[src/rtl/tlc_phase_scheduler.sv]
`default_nettype none
// ============================================================================
//  Module   : tlc_phase_scheduler
//  Purpose  : Two-street intersection phase scheduler. Sequences the lamps of
//             streets A and B through green / yellow / all-red phases, with
//             minimum and maximum green times. A latched pedestrian request
//             inserts an all-red WALK phase at the next all-red clearance.
//  Ports    : clk      - system clock, rising edge
//             reset_n  - asynchronous, active-low reset
//             Sa, Sb   - car present on street A / B (level)
//             P_req    - pedestrian button (pulse of >= 1 cycle latches)
//             Ga,Ya,Ra - street A lamps
//             Gb,Yb,Rb - street B lamps
//             W        - pedestrian WALK lamp
//             phase    - current state encoding (status/debug)
//  Revision : 1.0 - initial release
// ============================================================================
module tlc_phase_scheduler #(
    parameter int N      = 13,
    parameter int T_GMIN = 4000,
    parameter int T_GMAX = 8000,
    parameter int T_YEL  = 1000,
    parameter int T_AR   = 100,
    parameter int T_WALK = 2000
) (
    input  logic       clk,
    input  logic       reset_n,
    input  logic       Sa,
    input  logic       Sb,
    input  logic       P_req,
    output logic       Ga,
    output logic       Ya,
    output logic       Ra,
    output logic       Gb,
    output logic       Yb,
    output logic       Rb,
    output logic       W,
    output logic [2:0] phase
);

    typedef enum logic [2:0] {
        A_GRN  = 3'd0,
        A_YEL  = 3'd1,
        RED_AB = 3'd2,
        B_GRN  = 3'd3,
        B_YEL  = 3'd4,
        RED_BA = 3'd5,
        WALK   = 3'd6
    } state_t;

    // Terminal counts: a state lasting T cycles exits when cnt == T-1.
    localparam logic [N-1:0] C_GMIN_LAST = N'(T_GMIN - 1);
    localparam logic [N-1:0] C_GMAX_LAST = N'(T_GMAX - 1);
    localparam logic [N-1:0] C_YEL_LAST  = N'(T_YEL - 1);
    localparam logic [N-1:0] C_AR_LAST   = N'(T_AR - 1);
    localparam logic [N-1:0] C_WALK_LAST = N'(T_WALK - 1);
    localparam logic [N-1:0] C_ONE       = N'(1);

    localparam logic C_LAST_A = 1'b0;
    localparam logic C_LAST_B = 1'b1;

    state_t         state_q,    state_d;
    logic [N-1:0]   cnt_q,      cnt_d;
    logic           ped_pend_q, ped_pend_d;
    logic           last_grn_q, last_grn_d;

    logic           w_gmin_done;
    logic           w_gmax_hit;
    logic           w_is_green;
    logic           w_demand_b;
    logic           w_leave_b;

    assign w_gmin_done = (cnt_q >= C_GMIN_LAST);
    assign w_gmax_hit  = (cnt_q == C_GMAX_LAST);
    assign w_is_green  = (state_q == A_GRN) || (state_q == B_GRN);
    assign w_demand_b  = Sb | ped_pend_q;
    assign w_leave_b   = ~Sb | Sa | ped_pend_q;

    // ------------------------------------------------------------------
    // State register
    // ------------------------------------------------------------------
    always_ff @(posedge clk or negedge reset_n) begin
        if (!reset_n) begin
            state_q    <= A_GRN;
            cnt_q      <= '0;
            ped_pend_q <= 1'b0;
            last_grn_q <= C_LAST_A;
        end else begin
            state_q    <= state_d;
            cnt_q      <= cnt_d;
            ped_pend_q <= ped_pend_d;
            last_grn_q <= last_grn_d;
        end
    end

    // ------------------------------------------------------------------
    // Next-state logic
    // ------------------------------------------------------------------
    always_comb begin
        state_d    = state_q;
        last_grn_d = last_grn_q;
        case (state_q)
            A_GRN: begin
                // Street A is the rest state: it only yields to demand,
                // and holds against contested demand until max green.
                if (w_gmin_done && w_demand_b && (~Sa || w_gmax_hit)) begin
                    state_d = A_YEL;
                end
            end
            A_YEL: begin
                if (cnt_q == C_YEL_LAST) begin
                    state_d    = RED_AB;
                    last_grn_d = C_LAST_A;
                end
            end
            RED_AB: begin
                if (cnt_q == C_AR_LAST) begin
                    state_d = ped_pend_q ? WALK : B_GRN;
                end
            end
            B_GRN: begin
                // Leave at min green once B traffic is gone; leave at max
                // green if B traffic remains but A or pedestrians wait.
                if (w_gmin_done && w_leave_b &&
                    (~Sb || ~(Sa | ped_pend_q) || w_gmax_hit)) begin
                    state_d = B_YEL;
                end
            end
            B_YEL: begin
                if (cnt_q == C_YEL_LAST) begin
                    state_d    = RED_BA;
                    last_grn_d = C_LAST_B;
                end
            end
            RED_BA: begin
                if (cnt_q == C_AR_LAST) begin
                    state_d = ped_pend_q ? WALK : A_GRN;
                end
            end
            WALK: begin
                // Resume alternation: serve the street that did not have
                // the last green.
                if (cnt_q == C_WALK_LAST) begin
                    state_d = (last_grn_q == C_LAST_A) ? B_GRN : A_GRN;
                end
            end
            default: begin
                state_d = A_GRN;
            end
        endcase
    end

    // ------------------------------------------------------------------
    // Phase counter and pedestrian latch
    // ------------------------------------------------------------------
    always_comb begin
        cnt_d = cnt_q + C_ONE;
        if (state_d != state_q) begin
            cnt_d = '0;
        end else if (w_is_green && w_gmax_hit) begin
            cnt_d = cnt_q;
        end
    end

    always_comb begin
        ped_pend_d = ped_pend_q;
        if (state_q != WALK) begin
            // Entering WALK serves any request, including one arriving in
            // the same cycle, so the clear wins over the set.
            if (state_d == WALK) begin
                ped_pend_d = 1'b0;
            end else if (P_req) begin
                ped_pend_d = 1'b1;
            end
        end
    end

    // ------------------------------------------------------------------
    // Moore lamp decode from the state register only
    // ------------------------------------------------------------------
    always_comb begin
        Ga = 1'b0;
        Ya = 1'b0;
        Ra = 1'b1;
        Gb = 1'b0;
        Yb = 1'b0;
        Rb = 1'b1;
        W  = 1'b0;
        case (state_q)
            A_GRN: begin
                Ga = 1'b1;
                Ra = 1'b0;
            end
            A_YEL: begin
                Ya = 1'b1;
                Ra = 1'b0;
            end
            B_GRN: begin
                Gb = 1'b1;
                Rb = 1'b0;
            end
            B_YEL: begin
                Yb = 1'b1;
                Rb = 1'b0;
            end
            WALK: begin
                W = 1'b1;
            end
            default: begin
                W = 1'b0;
            end
        endcase
    end

    assign phase = state_q;

endmodule
`default_nettype wire

[config.mk]
export PLATFORM = sky130hd
export DESIGN_NAME = tlc_phase_scheduler
export DESIGN_NICKNAME = d
export VERILOG_FILES = /design/src/rtl/tlc_phase_scheduler.sv
export SDC_FILE = /design/constraint.sdc
export NUM_CORES = 1
export LEC_CHECK = 0
export BUFFER_PORTS_ARGS = -buffer_cell sky130_fd_sc_hd__buf_2
export CAP_MARGIN = 5
export CORE_MARGIN = 8
export CORE_UTILIZATION = 35
export DETAILED_ROUTE_END_ITERATION = 12
export SLEW_MARGIN = 10
export SYNTH_ARGS = -nofsm -noshare
export SYNTH_HDL_FRONTEND = slang
export SYNTH_SLANG_ARGS = --single-unit
[constraint.sdc]
create_clock -name clk -period 2.88 [get_ports clk]
set_clock_uncertainty 0.05 [all_clocks]
set_input_delay 0.288 -clock clk [delete_from_list [all_inputs] [get_ports clk]]
set_output_delay 0.288 -clock clk [all_outputs]
set_load 0.02 [all_outputs]
==> metrics.csv, run 1 <==
metric;value;unit
post-synthesis async set-or-reset flop share;100;%
Final ANT Viol Nets;0;
area share of the largest cell type after synthesis;32.0;%
site row count;23;
Final WS setup;0.142;ns
RSZ-0062 raised after global routing;no;
commonest cells in the netlist;nand2_1, dfrtp_1, nor2_1;
Layout Area Growth over Synthesis;13.5;%
Gate Count Post-Synth;156;
CP startpoint;cnt_q[0];
max_slew headroom;66.5;%
sequential fraction of the synthesis area;32.0;%
initial antenna violation count;0;
Final Hold Fails;0;
final worst-path cycle share;95.1;%
final wirelength;3480;µm
Ys Warns;0;
crit start category;flip-flop;
CTS clk-pin slew, worst paths;0.07;ns
Total GRT Usage;11.6;%
outcome;finished, final reports clean;
Detail Placement HPWL;2660;µm
Clock Latency Late Sink;0.25;ns
clk sink count;18;
CTS Buf Count;3;
Worst Hold Class;in -> reg;
vias;1301;
CTS H-Tree Depth;1;
Cell Area, Synth;0.00141;mm²
reg2reg start;cnt_q[0];
worst setup path category;reg -> reg;
Die Span Y;79.4;µm
fin nets;179;
post-synth top area cell;dfrtp_1;
die area;0.00631;mm²
PortBufs;14;
Top Ports;15;
dpl ws;0.103;ns
Final setup viols;0;
Max Cap Viol;0;
largest fanout on the critical path;13;
Cell variety after synth;53;
first-pass GRT wire length;5950;µm
Pleak;0.683;nW
CP arrival;2.84;ns
setup TNS;0;ns
r2r endpoint;cnt_q[4];
Multi-input gate area;862;µm²
Worst setup EP type;flip-flop;
# fillers;394;
min cycle time layout;2.74;ns
worst reg2reg path depth;8;
TritonCTS clock tree;yes;
pin count of the biggest net entering global routing;19;
mean post-synth cell area;9.02;µm²
R2R setup slack;0.14;ns
drt initial violations;86;
Final Slew Violations;0;
Synth Flop Type;dfrtp_1;
CORE AREA;0.00394;mm²
vias per inst;5.86;
final antenna diode count;0;
DRC violation count after routing;0;
sequential cell area;450;µm²
maximum vdd drop;346;µV
layout cell share with drive strength beyond 1;26.7;%
Post-synth EDFFs;0;
FMAX;0.365;GHz
Congestion Overflow GR;0;
DR pass1 iterations;4;
crit path capture;cnt_q[4];
Critical Path RT;2.98;ns
GP Congestion;0.918;
Area contributors post-synth;dfrtp_1, nand2_1, nor2_1;
vias in the first global route;1270;
Initial Util;35.7;%
Least-Margin Pin Slew;0.503;ns
CTS root buf;clkbuf_8;
most frequent cell after synthesis;nand2_1;
DR WL/cell;15.7;µm
PwrDens;297;mW/mm²
Synthesized Nets;162;
chip width;79.4;µm
#FFs+latches synth;18;
Clock Path Buffers;2;
Post-CTS Setup Repair Bufs;0;
routing by layer:
| layer | track usage, % | wire length (µm) | up-vias |
|---|---|---|---|
| met2 | 17.4 | 1510 | 73 |
| met5 | 0 | 0 | - |
| met1 | 14.9 | 1510 | 605 |
| li1 | - | - | 610 |
| met3 | 3.15 | 337 | 13 |
| met4 | 5.56 | 123 | 0 |
what timing repair did:
action                                  4_1_cts  5_1_grt
endpoints found under the setup margin        0        1
gates resized for setup                       0        1
hold buffers                                  1        0
endpoints found under the hold margin        18        0
cell usage in the layout, fill, tap and decap left out, types with 5 or more instances in the layout:
cell type,instances
nand2_1,19
buf_4,8
nand4_1,7
a21oi_1,5
xor2_1,5
dfrtp_1,18
xnor2_1,5
buf_2,14
nor2_1,13
nor2_2,6
flip-flops by register name, summed over array words and instances, names as in the netlist:
register    count
last_grn_q      1
phase           3
ped_pend_q      1
cnt_q          13
final cells by class:
class / count / share of cell area [%]
sequential: 18 / 28.2
inverter: 2 / 0.470
multi-input combinational: 124 / 54.0
timing repair buffer: 24 / 10.0
clock buffer: 4 / 3.45
tap: 50 / 3.92
kinds of logic (layout without fill, tap and decap cells):
kind of cell	Yosys count	count (layout)	synth area share (%)
and+or+nand+nor	86	86	37.8
AOI/OAI and AO/OA	25	25	14.1
DFF	18	18	32.0
buffers and inverters	14	30	7.29
xor gates and xnor gates	10	10	6.22
muxes	2	2	1.69
adders and majority gates	1	1	0.889
worst max-delay path: stages (launching register included):
cell and delay, ns:
dfrtp_1 0.40, ha_1 0.29, nand4_1 0.21, o41ai_2 0.43
a41oi_1 0.17, or4_4 0.46, mux2i_2 0.19, buf_12 0.18
a311oi_1 0.25
report_power, final:
part	leakage, nW	switching, W	internal [W]	total [W]
Combinational	0.418	0.00000711	0.00000380	0.0000109
Clock	0.0288	0.0000892	0.000121	0.000211
Sequential	0.237	0.000000000000000000152	0.000253	0.000253
Total	0.683	0.0000963	0.000378	0.000474
how the worst min path moves through the flow:
stage,start,endpoint,slack (ns),cells past startpoint
2_1_floorplan,reset_n,cnt_q[0],-0.06,0
3_5_place_dp,reset_n,phase[2],0.20,1
6_report,P_req,ped_pend_q,0.29,3
4_1_cts,P_req,ped_pend_q,0.28,3
5_1_grt,P_req,ped_pend_q,0.31,3
3_3_place_gp,reset_n,phase[2],0.20,1
stage by stage:
| stage | cells | utilization, % | power (W) | hold slack (ns) | area, µm² |
|---|---|---|---|---|---|
| global placement | 217 | 38.7 | 0.000268 | 0.197 | 1530 |
| CTS | 222 | 40.3 | 0.000485 | 0.279 | 1590 |
| global route | 222 | 40.5 | 0.000488 | 0.312 | 1600 |
| detailed placement | 217 | 38.7 | 0.000268 | 0.202 | 1530 |
| floorplan | 156 | - | 0.000259 | -0.0576 | 1410 |
| finish | 222 | 40.5 | 0.000474 | 0.287 | 1600 |
No activity file was read; power rests on OpenSTA's default activity.
==> inputs of run 2 (changes only) <==
Clock period 2.88 ns to 3.04 ns, I/O delays scaled along.
==> metrics.csv, run 2 (same netlist as run 1, synthesis figures left out) <==
metric;value;unit
hold depth;3;
Worst setup EP type;flip-flop;
CTS Buf Count;3;
Final Slew Violations;0;
first-pass GRT wire length;6190;µm
largest fanout on the critical path;10;
PwrDens;298;mW/mm²
FMAX;0.364;GHz
commonest non-fill, non-tap cell in the layout;nand2_1;
crit start category;flip-flop;
Clock Latency Late Sink;0.26;ns
CTS H-Tree Depth;1;
Detail Placement HPWL;2540;µm
vias per inst;5.68;
critical path's largest stage delay;0.63;ns
RSZ-0062 raised after global routing;no;
post-cts sizing count;0;
initial antenna violation count;0;
most used cell, CP;or4_1;
Biggest register;cnt_q;
maximum vdd drop;179;µV
Max Cap Viol;0;
Critical Path RT;3.14;ns
worst setup path category;reg -> reg;
PortBufs;14;
clk sink count;18;
Worst Hold Class;in -> reg;
GP Congestion;0.933;
Post-CTS Setup Repair Bufs;0;
met1 GRT Util;15.6;%
DR WL/cell;15.9;µm
DR pass1 iterations;4;
GR Layer Usage met3;3.83;%
CORE AREA;0.00394;mm²
chip width;79.4;µm
final worst-path cycle share;90.5;%
Layout Area Growth over Synthesis;8.36;%
vias;1221;
site row count;23;
Clock Path Buffers;2;
Largest register FFs;13;
fin nets;172;
Pleak;0.645;nW
worst reg2reg path depth;7;
max_slew headroom;69.2;%
final wirelength;3420;µm
DRC violation count after routing;0;
layout cell share with drive strength beyond 1;23.0;%
min cycle time layout;2.75;ns
Congestion Overflow GR;0;
Die Span Y;79.4;µm
TritonCTS clock tree;yes;
pin count of the biggest net entering global routing;19;
Least-Margin Pin Slew;0.458;ns
Final Hold Fails;0;
drt initial violations;48;
CTS clk-pin slew, worst paths;0.08;ns
outcome;finished, final reports clean;
final antenna diode count;0;
CP arrival;2.85;ns
fin util;38.7;%
CTS root buf;clkbuf_8;
vias in the first global route;1228;
Final setup viols;0;
CP max-delay cell;or4_1;
Top Ports;15;
die area;0.00631;mm²
Total GRT Usage;12.2;%
met2 Usage GRT;19.0;%
critical path, cell by cell;ha_1 -> nand2_1 -> or4_1 -> or4_1 -> and4_1 -> xnor2_1 -> nor2_1;
Tot Pwr;0.000455;W
Hold Buf Count CTS;1;
GR peak layer;met2;
Initial Util;35.7;%
setup TNS;0;ns
Final ANT Viol Nets;0;
leading cell types in the layout, fill and taps excluded;nand2_1, dfrtp_1, buf_2;
==> run 2: metal layers <==
layer / vias up / wire length [µm]
met3: 5 / 248
met5: - / 0
met4: 0 / 38
met2: 34 / 1520
met1: 586 / 1610
li1: 596 / -
==> run 2: worst paths after layout <==
path,startpoint,endpoint,slack [ns]
max,cnt_q[0],cnt_q[7],0.29
min,P_req,ped_pend_q,0.30
max reg2reg,cnt_q[0],cnt_q[7],0.29
min reg2reg,last_grn_q,last_grn_q,0.48
max in group asynchronous,reset_n,cnt_q[11],2.18
min in group asynchronous,reset_n,phase[2],0.45
==> run 2: stage by stage <==
| step | cell area, µm² | cells | worst slack [ns] | hold slack, ns |
|---|---|---|---|---|
| after CTS | 1530 | 215 | 0.312 | 0.289 |
| after global placement | 1460 | 210 | 0.350 | 0.214 |
| final | 1530 | 215 | 0.290 | 0.300 |
| after detailed placement | 1460 | 210 | 0.316 | 0.223 |
| after global routing | 1530 | 215 | 0.120 | 0.299 |
| after floorplan | 1410 | 156 | 0.529 | -0.0416 |
==> run 2: worst max-delay path: cells and delay by family (launching register included) <==
kind          cells  cell delay [ns]
xor+xnor          1             0.16
flops             1             0.40
simple gates      5             1.65
fa+ha+maj         1             0.36
==> run 2: cell type report <==
class | instances | area, µm²
Clock buffer | 4 | 55.1
Fill cell | 418 | 2420
Inverter | 2 | 7.51
Multi-Input combinational cell | 124 | 855
Sequential cell | 18 | 450
Tap cell | 50 | 62.6
Timing Repair Buffer | 17 | 95.1
==> run 2: power by group <==
group	internal, W	switching [W]	leakage (nW)
combinational	0.00000359	0.00000652	0.379
clock	0.000115	0.0000901	0.0288
sequential	0.000239	0.000000000000000000149	0.237
total	0.000358	0.0000966	0.645
==> inputs of run 3 (changes only) <==
Settings changed: CELL_PAD_IN_SITES_DETAIL_PLACEMENT set to 2, CELL_PAD_IN_SITES_GLOBAL_PLACEMENT set to 2, PLACE_DENSITY_LB_ADDON set to 0.1.
==> metrics.csv, run 3 (same netlist as run 1, synthesis figures left out) <==
metric;value;unit
outcome;finished, final reports clean;
WP buf/inv;1;
Least-Margin Pin Slew;0.549;ns
R2R setup slack;0.26;ns
dpl ws;0.213;ns
TritonCTS clock tree;yes;
vias in the first global route;1404;
setup TNS;0;ns
final wirelength;4350;µm
chip width;79.4;µm
Die Span Y;79.4;µm
Post-CTS Setup Repair Bufs;0;
sequential cell area;450;µm²
Detail Placement HPWL;3310;µm
Multi-input gate area;857;µm²
DR pass1 iterations;4;
Clock Path Buffers;2;
r2r endpoint;cnt_q[5];
Clock Latency Late Sink;0.26;ns
CP arrival;2.88;ns
Largest register FFs;13;
DR WL/cell;20.0;µm
fin util;39.3;%
Total GRT Usage;14.9;%
commonest non-fill, non-tap cell in the layout;nand2_1;
worst reg2reg path depth;8;
reg2reg start;cnt_q[0];
Initial Util;35.7;%
DRC violation count after routing;0;
final antenna diode count;0;
Max Cap Viol;0;
CORE AREA;0.00394;mm²
Critical Path RT;3.14;ns
initial antenna violation count;0;
min-delay src;P_req;
hold worst-path end;ped_pend_q;
Layout Area Growth over Synthesis;10.1;%
die area;0.00631;mm²
vias per inst;5.81;
CP max-delay cell;o41ai_2;
worst setup path category;reg -> reg;
hold depth;3;
largest fanout on the critical path;8;
clk sink count;18;
Final Slew Violations;0;
Worst setup EP type;flip-flop;
PwrDens;294;mW/mm²
Congestion Overflow GR;0;
layout cell share with drive strength beyond 1;25.0;%
site row count;23;
RSZ-0062 raised after global routing;no;
first-pass GRT wire length;7460;µm
Final setup viols;0;
crit start category;flip-flop;
Worst Hold Class;in -> reg;
# fillers;457;
Top Ports;15;
critical path's largest stage delay;0.48;ns
Crit path max-delay family;simple AND/OR/NAND/NOR gates;
max_slew headroom;63.4;%
min cycle time layout;2.78;ns
Final Hold Fails;0;
CTS root buf;clkbuf_8;
FMAX;0.360;GHz
critical path, cell by cell;ha_2 -> nand4_1 -> o41ai_2 -> a41oi_1 -> or4_4 -> mux2i_2 -> buf_4 -> nor2_1;
Final ANT Viol Nets;0;
pin count of the biggest net entering global routing;19;
fin nets;175;
CTS Buf Count;3;
Final WS setup;0.261;ns
GP Congestion;0.803;
drt initial violations;46;
CTS clk-pin slew, worst paths;0.08;ns
maximum vdd drop;123;µV
final worst-path cycle share;91.4;%
CTS H-Tree Depth;1;
leading cell types in the layout, fill and taps excluded;nand2_1, dfrtp_1, buf_2;
Pleak;0.658;nW
PortBufs;14;
vias;1267;
Biggest register;cnt_q;
==> run 3: changes by cell type in the layout (fill, tap and decap cells not counted), sizes merged <==
cell  delta
buf      +3
==> run 3: worst min-delay path, stage by stage <==
cell     delay, ns
buf_2         0.09
a21oi_1       0.13
a41oi_1       0.07
==> run 3: cell type report <==
| cell class | instances | area share [%] |
|---|---|---|
| inverter | 2 | 0.484 |
| multi-input combinational | 124 | 55.3 |
| sequential | 18 | 29.1 |
| tap | 50 | 4.04 |
| clock buffer | 4 | 3.55 |
| timing repair buffer | 20 | 7.59 |
==> run 3: routing by layer <==
metal / wire [µm] / vias up / track usage (%)
li1: - / 603 / -
met1: 1980 / 641 / 18.4
met2: 2170 / 19 / 26.2
met3: 152 / 4 / 2.59
met4: 49 / 0 / 3.15
met5: 0 / - / 0
==> run 3: report_power, final <==
| part | internal (W) | switching [W] |
|---|---|---|
| clock | 0.000115 | 0.0000899 |
| combinational | 0.00000361 | 0.00000732 |
| sequential | 0.000239 | 0.000000000000000000167 |
==> run 3: worst max-delay path by stage <==
stage,end,cells after the start,startpoint,slack (ns)
after floorplan,cnt_q[7],8,cnt_q[10],0.53
after global placement,cnt_q[7],8,cnt_q[0],0.20
after detailed placement,cnt_q[5],8,cnt_q[0],0.21
after CTS,cnt_q[5],8,cnt_q[0],0.16
after global routing,cnt_q[7],8,cnt_q[0],0.09
final,cnt_q[5],8,cnt_q[0],0.26
==> run 3: metrics by stage <==
step / hold slack, ns / std cells / power [W] / instance area [µm²]
after floorplan: -0.0416 / 156 / 0.000245 / 1410
after global placement: 0.225 / 213 / 0.000254 / 1480
after detailed placement: 0.229 / 213 / 0.000254 / 1480
after CTS: 0.345 / 218 / 0.000462 / 1550
after global routing: 0.350 / 218 / 0.000478 / 1550
final: 0.346 / 218 / 0.000455 / 1550
==> run 3: what timing repair did <==
item / 4_1_cts / 5_1_grt
setup endpoints to repair: 0 / 7
gates resized for setup: 0 / 1
endpoints found under the hold margin: 18 / 0
hold buffers: 1 / 0
